## src/rtl/uart_mmio_pkg.sv

```systemverilog
// Shared constants and types for the MMIO UART controller.
// Holds register addresses, CON bit positions and the TX FSM states.
package uart_mmio_pkg;

  localparam logic [31:0] ADDR_TXD_DEF = 32'h4000_0018;
  localparam logic [31:0] ADDR_RXD_DEF = 32'h4000_001C;
  localparam logic [31:0] ADDR_CON_DEF = 32'h4000_0020;

  localparam int CON_IRQ_EN  = 0;
  localparam int CON_TX_IDLE = 1;
  localparam int CON_TX_FULL = 2;
  localparam int CON_RX_NE   = 3;
  localparam int CON_RX_OVF  = 4;
  localparam int CON_TX_DROP = 5;

  typedef enum logic [1:0] {
    TX_IDLE,
    TX_SEND,
    TX_WAIT,
    TX_BUSY
  } tx_state_t;

endpackage

```

## src/rtl/uart_mmio_ctrl_fifo.sv

```systemverilog
// byte_fifo: DEPTH-entry 8-bit FIFO with combinational head output.
// Ports: push/din write, pop reads dout, full/empty flags, async low reset.
module byte_fifo #(
  parameter int DEPTH = 4
) (
  input  logic       clk,
  input  logic       reset,
  input  logic       push,
  input  logic       pop,
  input  logic [7:0] din,
  output logic [7:0] dout,
  output logic       full,
  output logic       empty
);

  localparam int AW = $clog2(DEPTH);

  logic [AW:0] wr_q, wr_d;
  logic [AW:0] rd_q, rd_d;
  logic [7:0]  mem_q [DEPTH];
  logic        do_pop;
  logic        do_push;

  assign empty = (wr_q == rd_q);
  assign full  = (wr_q[AW] != rd_q[AW]) &&
                 (wr_q[AW-1:0] == rd_q[AW-1:0]);
  assign dout  = mem_q[rd_q[AW-1:0]];

  // A pop frees the slot the push lands in, so full+pop+push is accepted.
  assign do_pop  = pop & ~empty;
  assign do_push = push & (~full | do_pop);

  always_comb begin
    wr_d = wr_q;
    rd_d = rd_q;
    if (do_push) wr_d = wr_q + {{AW{1'b0}}, 1'b1};
    if (do_pop)  rd_d = rd_q + {{AW{1'b0}}, 1'b1};
  end

  always_ff @(posedge clk or negedge reset) begin
    if (!reset) begin
      wr_q <= '0;
      rd_q <= '0;
    end else begin
      wr_q <= wr_d;
      rd_q <= rd_d;
    end
  end

  always_ff @(posedge clk) begin
    if (do_push) mem_q[wr_q[AW-1:0]] <= din;
  end

endmodule

```

## src/rtl/uart_mmio_ctrl.sv

```systemverilog
// MMIO UART controller: TX/RX FIFOs, CON register and TX handshake FSM.
// Ports: MEM-stage bus (Addr/WriteData/MemRd/MemWr/ReadData/Hit), UART side, IRQ.
module uart_mmio_ctrl
  import uart_mmio_pkg::*;
#(
  parameter int          DEPTH        = 4,
  parameter int          BUSY_TIMEOUT = 16,
  parameter logic [31:0] ADDR_TXD     = ADDR_TXD_DEF,
  parameter logic [31:0] ADDR_RXD     = ADDR_RXD_DEF,
  parameter logic [31:0] ADDR_CON     = ADDR_CON_DEF
) (
  input  logic        clk,
  input  logic        reset,
  input  logic [31:0] Addr,
  input  logic [31:0] WriteData,
  input  logic        MemRd,
  input  logic        MemWr,
  output logic [31:0] ReadData,
  output logic        Hit,
  output logic [7:0]  UART_TXD,
  output logic        TX_EN,
  input  logic        TX_STATUS,
  input  logic [7:0]  RX_DATA,
  input  logic        RX_STATUS,
  output logic        IRQ
);

  localparam int CW = $clog2(BUSY_TIMEOUT);
  localparam logic [CW-1:0] CNT_LAST = CW'(BUSY_TIMEOUT - 1);

  logic hit_txd, hit_rxd, hit_con;
  logic wr_txd, wr_con, rd_rxd;

  logic [7:0] tx_head, rx_head;
  logic       tx_full, tx_empty, tx_pop;
  logic       rx_full, rx_empty, rx_pop;

  tx_state_t   state_q, state_d;
  logic [CW-1:0] cnt_q, cnt_d;
  logic [7:0]  txd_q, txd_d;

  logic irq_en_q, irq_en_d;
  logic rx_ovf_q, rx_ovf_d;
  logic tx_drop_q, tx_drop_d;
  logic irq_q, irq_d;
  logic rx_ovf_set, tx_drop_set;
  logic tx_idle;
  logic [31:0] con_val;
  logic unused_wdata;

  assign hit_txd = (Addr == ADDR_TXD);
  assign hit_rxd = (Addr == ADDR_RXD);
  assign hit_con = (Addr == ADDR_CON);
  assign Hit     = hit_txd | hit_rxd | hit_con;

  assign wr_txd = MemWr & hit_txd;
  assign wr_con = MemWr & hit_con;
  assign rd_rxd = MemRd & hit_rxd;
  assign rx_pop = rd_rxd;

  assign unused_wdata = ^{WriteData[31:8]};

  byte_fifo #(.DEPTH(DEPTH)) u_tx_fifo (
    .clk   (clk),
    .reset (reset),
    .push  (wr_txd),
    .pop   (tx_pop),
    .din   (WriteData[7:0]),
    .dout  (tx_head),
    .full  (tx_full),
    .empty (tx_empty)
  );

  byte_fifo #(.DEPTH(DEPTH)) u_rx_fifo (
    .clk   (clk),
    .reset (reset),
    .push  (RX_STATUS),
    .pop   (rx_pop),
    .din   (RX_DATA),
    .dout  (rx_head),
    .full  (rx_full),
    .empty (rx_empty)
  );

  assign tx_idle = tx_empty & (state_q == TX_IDLE);

  always_comb begin
    con_val              = '0;
    con_val[CON_IRQ_EN]  = irq_en_q;
    con_val[CON_TX_IDLE] = tx_idle;
    con_val[CON_TX_FULL] = tx_full;
    con_val[CON_RX_NE]   = ~rx_empty;
    con_val[CON_RX_OVF]  = rx_ovf_q;
    con_val[CON_TX_DROP] = tx_drop_q;
  end

  always_comb begin
    ReadData = '0;
    if (MemRd) begin
      unique case (1'b1)
        hit_rxd: ReadData = rx_empty ? 32'h0 : {24'h0, rx_head};
        hit_con: ReadData = con_val;
        default: ReadData = '0;
      endcase
    end
  end

  // Drops only count when no same-cycle pop frees a slot.
  assign rx_ovf_set  = RX_STATUS & rx_full & ~(rx_pop & ~rx_empty);
  assign tx_drop_set = wr_txd & tx_full & ~tx_pop;

  always_comb begin
    irq_en_d  = wr_con ? WriteData[CON_IRQ_EN] : irq_en_q;
    rx_ovf_d  = (rx_ovf_q & ~(wr_con & WriteData[CON_RX_OVF]))
              | rx_ovf_set;
    tx_drop_d = (tx_drop_q & ~(wr_con & WriteData[CON_TX_DROP]))
              | tx_drop_set;
    irq_d     = irq_en_q & ~rx_empty;
  end

  always_comb begin
    state_d = state_q;
    cnt_d   = cnt_q;
    txd_d   = txd_q;
    tx_pop  = 1'b0;
    unique case (state_q)
      TX_IDLE: begin
        if (!tx_empty && TX_STATUS) state_d = TX_SEND;
      end
      TX_SEND: begin
        tx_pop  = 1'b1;
        txd_d   = tx_head;
        cnt_d   = '0;
        state_d = TX_WAIT;
      end
      TX_WAIT: begin
        if (!TX_STATUS)           state_d = TX_BUSY;
        else if (cnt_q == CNT_LAST) state_d = TX_IDLE;
        else                      cnt_d   = cnt_q + 1'b1;
      end
      TX_BUSY: begin
        if (TX_STATUS) state_d = TX_IDLE;
      end
      default: state_d = TX_IDLE;
    endcase
  end

  always_ff @(posedge clk or negedge reset) begin
    if (!reset) begin
      state_q   <= TX_IDLE;
      cnt_q     <= '0;
      txd_q     <= '0;
      irq_en_q  <= 1'b0;
      rx_ovf_q  <= 1'b0;
      tx_drop_q <= 1'b0;
      irq_q     <= 1'b0;
    end else begin
      state_q   <= state_d;
      cnt_q     <= cnt_d;
      txd_q     <= txd_d;
      irq_en_q  <= irq_en_d;
      rx_ovf_q  <= rx_ovf_d;
      tx_drop_q <= tx_drop_d;
      irq_q     <= irq_d;
    end
  end

  assign TX_EN    = (state_q == TX_SEND);
  assign UART_TXD = TX_EN ? tx_head : txd_q;
  assign IRQ      = irq_q;

endmodule
```

## config.mk

```make
export PLATFORM = sky130hd
export DESIGN_NAME = uart_mmio_ctrl
export DESIGN_NICKNAME = d
export VERILOG_FILES = /design/src/rtl/uart_mmio_pkg.sv /design/src/rtl/uart_mmio_ctrl_fifo.sv /design/src/rtl/uart_mmio_ctrl.sv
export SDC_FILE = /design/constraint.sdc
export NUM_CORES = 1
export LEC_CHECK = 0
export ABC_AREA = 1
export ABC_CLOCK_PERIOD_IN_PS = 3750
export BUFFER_PORTS_ARGS = -buffer_cell sky130_fd_sc_hd__buf_2
export CORE_MARGIN = 2
export CORE_UTILIZATION = 55
export DETAILED_ROUTE_END_ITERATION = 16
export PLACE_DENSITY = 0.87
export SYNTH_ARGS = -nofsm -noshare
export SYNTH_HDL_FRONTEND = slang
export SYNTH_SLANG_ARGS = --single-unit
```

## constraint.sdc

```tcl
create_clock -name clk -period 3.75 [get_ports clk]
set_input_delay 0.75 -clock clk [delete_from_list [all_inputs] [get_ports clk]]
set_output_delay 0.75 -clock clk [all_outputs]
set_load 0.01 [all_outputs]
```

==> results.sh, run 1 <==
export IMPL_start_util=0.571
export IMPL_grt_max_degree=31
export IMPL_drt_vias_per_instance=5.14
export IMPL_die_area_um2=9340
export IMPL_tns_ns=0
export IMPL_synthMuxAreaShare=0
export IMPL_slew_violations=0
export IMPL_critPathRequiredTime_ns=3.00
export IMPL_async_flop_share=0.319
export IMPL_clkSlewWorstSetupHoldPaths_ns=0.09
export IMPL_switchingPower_uw=814
export IMPL_drt_iter0_drc=186
export IMPL_fin_crit_ns=2.97
export IMPL_rows=33
export IMPL_cts_root_buffer="clkbuf_8"
export IMPL_synth_top_family_by_area="simple AND/OR/NAND/NOR gates"
export IMPL_antenna_found_initial=0
export IMPL_ys_flop_type="edfxtp_1"
export IMPL_grt_usage=0.198
export IMPL_area_growth_pct=10.5
export IMPL_cts_num_sinks=94
export IMPL_peakVddDrop_uv=397
export IMPL_powerDensity_nw_per_um2=488
export IMPL_fin_crit_sh=0.791
export IMPL_numCtsBuffers=9
export IMPL_finalSetupViolations=0
export IMPL_power_leakage_nw=2.35
export IMPL_finalHoldWorstSlack_ns=0.433
export IMPL_p_clk_frac=0.233
export IMPL_cp_start_kind="flop"
export IMPL_synthTopCellsByCount="nor2_1 (84), nand2_1 (67), edfxtp_1 (64)"
export IMPL_cts_htree_levels=3
export IMPL_gp_congestion=0.827
export IMPL_hold_viol=0
export IMPL_grt_pass1_wl_mm=14.8
export IMPL_ctsHoldBuffers=0
export IMPL_ant_nets=0
export IMPL_synth_edf_count=64
export IMPL_cp_end_kind="primary output"
export IMPL_slowest_delay_ns=0.78
export IMPL_fmax_mhz=337
export IMPL_yosys_area_share_xor_xnor=0.0273
export IMPL_port_buffers=72
export IMPL_dp_slack_ns=0.920
export IMPL_drive_above_1_share=0.193
export IMPL_multiInputGateArea_um2=1670
export IMPL_tightest_slew_ns=0.814
export IMPL_p_comb_frac=0.240
export IMPL_setup_slack_ns=0.783
export IMPL_grt_pass1_vias=3232
export IMPL_wl_mm=8.83
export IMPL_p_seq_frac=0.527
export IMPL_final_nets=644
export IMPL_cp_data_arrival_time_ns=2.22
export IMPL_cts_tree="done"
export IMPL_critical_path_slowest_cell="dfrtp_1"
export IMPL_die_x_um=96.6
export IMPL_dp_hpwl_mm=6.32
export IMPL_post_cts_resized=0
export IMPL_postCtsSetupBuffers=0
export IMPL_reg2reg_from="u_tx_fifo.rd_q[0]"
export IMPL_r2r_setup_slack_ns=1.32
export IMPL_final_cells=660
export IMPL_switching_share=0.320
export IMPL_first_pass_iters=5
export IMPL_fillers=625
export IMPL_yosys_area_share_adder=0.0424
export IMPL_cts_path_max_buffers=2
export IMPL_rsz0062_at_grt="no"
export IMPL_num_vias=3393
export IMPL_dp_cells=644
export IMPL_synth_warning_count=0
export IMPL_power_total_mw=2.54
export IMPL_min_path_type="in -> async"
export IMPL_cp_cell_sequence="inv_1, o21ai_0, o22ai_1, nand3_1, nand2_1, buf_2"
export IMPL_slew_headroom=0.456
export IMPL_r2r_cells=6
export IMPL_synth_area_um2=4720
export IMPL_ys_seq_area_frac=0.566
export IMPL_synthDistinctLibCells=39
export IMPL_yosysMostFrequentCell="nor2_1"
export IMPL_drc_errors=0
export IMPL_antenna_cells=0
export IMPL_worst_path_max_fanout=20
export IMPL_synth_avg_cell_area_um2=9.83
export IMPL_synth_top_area_share=0.407
export IMPL_synth_seq_cells=94
export IMPL_synth_area_leaders="edfxtp_1 (41%), dfrtp_1 (16%), nor2_1 (6.7%)"
export IMPL_yosysTopAreaCell="edfxtp_1"
export IMPL_core_area_um2=8260
export IMPL_insertion_delay_ns=0.37
export IMPL_status="finished, final reports clean"
export IMPL_wire_per_inst_um=13.4
export IMPL_grt_ovfl_total=0
export IMPL_synth_simple_gate_area_share=0.195
export IMPL_fin_skew_ns=0.0116
export IMPL_pin_count=121
export IMPL_synth_compound_area_frac=0.0708
export IMPL_die_h_um=96.6
export IMPL_synthCells=480
export IMPL_path_class="reg -> out"
export IMPL_seq_area_um2=2670
export IMPL_rr_endpoint="u_tx_fifo.mem_q[3][2]"
export IMPL_cap_viol_max_count=0
export IMPL_p_int_mw=1.73
-- cell families (layout without fill, tap and decap cells) --
logic type / Yosys count / after routing
AOI/OAI and AO/OA: 61 / 61
xor gates and xnor gates: 13 / 13
adders and majority gates: 16 / 16
buffers and inverters: 89 / 141
DFF: 94 / 94
other: 1 / 24
and+or+nand+nor: 206 / 206
-- how the worst max path moves through the flow --
stage,from,end,cells past startpoint
after floorplan,Addr[6],ReadData[3],9
after global placement,Addr[0],ReadData[3],7
after detailed placement,Addr[0],ReadData[3],7
after CTS,u_rx_fifo.rd_q[0],ReadData[5],6
after global routing,u_tx_fifo.rd_q[0],UART_TXD[4],4
final,u_rx_fifo.rd_q[0],ReadData[5],6
-- cells in the final DEF, fill, tap and decap left out, types with 8 or more instances in the layout --
cell type / netlist / routed
nand4_1: 11 / 11
nand3_1: 24 / 24
inv_1: 49 / 49
conb_1: 1 / 24
dfrtp_1: 30 / 30
edfxtp_1: 64 / 64
nand2_1: 67 / 67
clkbuf_8: 0 / 9
buf_2: 7 / 72
nor2_1: 84 / 84
a31oi_1: 8 / 8
o21ai_0: 35 / 35
ha_1: 16 / 16
-- sequential cells by signal, indices dropped and copies added (netlist names) --
register and count:
u_rx_fifo.mem_q 32, u_tx_fifo.mem_q 32, irq_en_q 1, tx_drop_q 1, u_tx_fifo.wr_q 3, u_rx_fifo.rd_q 3
rx_ovf_q 1, u_tx_fifo.rd_q 3, state_q 2, u_rx_fifo.wr_q 3, cnt_q 4, IRQ 1
txd_q 8
-- critical path, delay by kind of cell (launching register included) --
family | cells | cell delay, ns
buffers and inverters | 2 | 0.55
AND/OR/NAND/NOR | 2 | 0.17
flip-flops | 1 | 0.78
AO/OA/AOI/OAI | 2 | 0.36
-- stage by stage --
stage,utilization,area (µm²)
6_report,0.631,5210
5_1_grt,0.631,5210
4_1_cts,0.631,5210
3_5_place_dp,0.610,5040
3_3_place_gp,0.610,5040
2_1_floorplan,-,4800
-- routing by layer --
layer / global-route usage / up-vias / wire length [µm]
met4: 0.0553 / 0 / 112
met1: 0.233 / 1569 / 3580
met5: 0 / - / 0
met3: 0.0614 / 13 / 622
li1: - / 1681 / -
met2: 0.349 / 130 / 4520
-- power groups by stage --
stage               Combinational, mW  Clock, mW  Sequential [mW]
finish                          0.610      0.593             1.34
CTS                             0.618      0.611             1.34
floorplan                       0.437          0             1.34
global placement                0.586          0             1.35
detailed placement              0.614          0             1.36
global route                    0.694      0.659             1.36
-- area by class of cell --
class,instances,area share
inverter,52,0.0374
multi-input combinational,320,0.321
tap,105,0.0252
clock buffer,10,0.0245
timing repair buffer,73,0.0706
clock inverter,6,0.00864
sequential,94,0.513
(Power assumes the default switching activity.)
==> run 2, diff against run 1 <==
ABC_CLOCK_PERIOD_IN_PS = 3000   (was 3750)
CORE_UTILIZATION = 53   (was 55)
PLACE_DENSITY = 0.85   (was 0.87)
clock period = 3 ns   (was 3.75 ns; I/O delays follow)
==> results.sh, run 2 (same netlist as run 1, synthesis figures left out) <==
export IMPL_status="finished, final reports clean"
export IMPL_rows=34
export IMPL_cp_cell_sequence="inv_1, ha_1, nor2_1, a31oi_1, buf_2"
export IMPL_powerDensity_nw_per_um2=609
export IMPL_design_area_um2=5310
export IMPL_numCtsBuffers=9
export IMPL_slowest_delay_ns=0.69
export IMPL_slew_violations=0
export IMPL_rsz0062_at_grt="no"
export IMPL_postCtsSetupBuffers=0
export IMPL_cts_tree="done"
export IMPL_ant_nets=0
export IMPL_wire_per_inst_um=13.8
export IMPL_die_h_um=98.4
export IMPL_insertion_delay_ns=0.36
export IMPL_final_common_cell="nor2_1"
export IMPL_grt_usage=0.200
export IMPL_num_vias=3395
export IMPL_grt_pass1_wl_mm=15.3
export IMPL_ctsHoldBuffers=0
export IMPL_area_growth_pct=12.4
export IMPL_drt_iter0_drc=248
export IMPL_antenna_cells=0
export IMPL_dp_hpwl_mm=6.72
export IMPL_wl_mm=9.31
export IMPL_cts_path_max_buffers=2
export IMPL_worst_path_max_fanout=19
export IMPL_antenna_found_initial=0
export IMPL_cp_end_kind="primary output"
export IMPL_mostFrequentLayoutCells="nor2_1 (84), buf_2 (72), nand2_1 (67), edfxtp_1 (64), inv_1 (49)"
export IMPL_drive_above_1_share=0.212
export IMPL_fillers=694
export IMPL_cap_viol_max_count=0
export IMPL_hold_viol=0
export IMPL_post_cts_resized=0
export IMPL_finalSetupViolations=0
export IMPL_first_pass_iters=4
export IMPL_die_area_um2=9670
export IMPL_start_util=0.544
export IMPL_drc_errors=0
export IMPL_core_area_um2=8680
export IMPL_cts_root_buffer="clkbuf_8"
export IMPL_placed_cell_area_um2=5130
export IMPL_cp_data_arrival_time_ns=2.16
export IMPL_grt_pass1_vias=3310
export IMPL_port_buffers=72
export IMPL_min_path_type="in -> async"
export IMPL_pin_count=121
export IMPL_critical_path_slowest_cell="ha_1"
export IMPL_fin_crit_sh=0.921
export IMPL_critPathRequiredTime_ns=2.40
export IMPL_tns_ns=0
export IMPL_cp_start_kind="flop"
export IMPL_final_nets=655
export IMPL_path_class="reg -> out"
export IMPL_fmax_mhz=362
export IMPL_slew_headroom=0.489
export IMPL_fin_crit_ns=2.76
export IMPL_die_x_um=98.4
export IMPL_drt_vias_per_instance=5.04
export IMPL_cts_htree_levels=3
export IMPL_fin_skew_ns=0.00984
export IMPL_cts_num_sinks=94
export IMPL_grt_max_degree=31
export IMPL_clkSlewWorstSetupHoldPaths_ns=0.09
export IMPL_grt_ovfl_total=0
export IMPL_power_leakage_nw=2.42
export IMPL_gp_congestion=0.803
export IMPL_peakVddDrop_uv=366
export IMPL_tightest_slew_ns=0.766
[run 2: cell count changes in the layout (fill, tap and decap cells not counted)]
cell / change
clkinv_4: -1
inv_8: +1
inv_6: +1
buf_4: +11
clkinv_1: -1
clkinv_2: +2
clkbuf_1: -1
clkinvlp_4: -1
[run 2: area by class of cell]
cell class / instances / area, µm² / share of cell area
repair buffers: 84 / 450 / 0.0849
inverters: 52 / 195 / 0.0368
flip-flops and latches: 94 / 2670 / 0.504
multi-input cells: 320 / 1670 / 0.315
clock inverters: 7 / 55.1 / 0.0104
clock buffers: 9 / 124 / 0.0233
well taps: 108 / 135 / 0.0255
[run 2: metal layers]
metal | up-vias | share of wire | wire length [µm] | global-route usage
li1 | 1702 | - | - | -
met1 | 1592 | 0.42 | 3910 | 0.243
met2 | 95 | 0.52 | 4880 | 0.355
met3 | 6 | 0.051 | 475 | 0.0444
met4 | 0 | 0.0047 | 44 | 0.0611
met5 | - | 0 | 0 | 0
[run 2: final timing paths]
kind                                  from  cells past startpoint  slack, ns                    end
worst max-delay path            state_q[1]                      5       0.24            UART_TXD[0]
worst min-delay path                 reset                      1       0.27               txd_q[6]
worst max register to register  state_q[1]                      7       0.62  u_tx_fifo.mem_q[0][3]
worst min register to register    rx_ovf_q                      2       0.51               rx_ovf_q
max in group asynchronous            reset                      1       2.26      u_rx_fifo.rd_q[2]
min in group clk                RX_DATA[5]                      1       0.45  u_rx_fifo.mem_q[2][5]
[run 2: power by group]
part	total [mW]	internal [mW]	switching, mW
combinational	0.803	0.290	0.513
sequential	1.67	1.58	0.0889
clock	0.753	0.312	0.441
total	3.23	2.19	1.04
[run 2: critical path: cells and delay by family (launching register included)]
kind,cells,cell delay (ns)
AO/OA/AOI/OAI,1,0.24
AND/OR/NAND/NOR,1,0.12
adder cells (fa/ha/maj),1,0.69
flip-flops,1,0.41
buffers and inverters,2,0.35
[run 2: through the flow]
step / power, mW / hold WS [ns] / std cells / worst slack [ns] / utilization
after detailed placement: 2.50 / 0.478 / 658 / 0.617 / 0.591
after CTS: 3.25 / 0.295 / 674 / 0.220 / 0.611
after global routing: 3.42 / 0.331 / 674 / 0.0189 / 0.611
after global placement: 2.45 / 0.454 / 658 / 0.611 / 0.591
after floorplan: 2.22 / 0.304 / 503 / 0.844 / -
final: 3.23 / 0.274 / 674 / 0.237 / 0.611
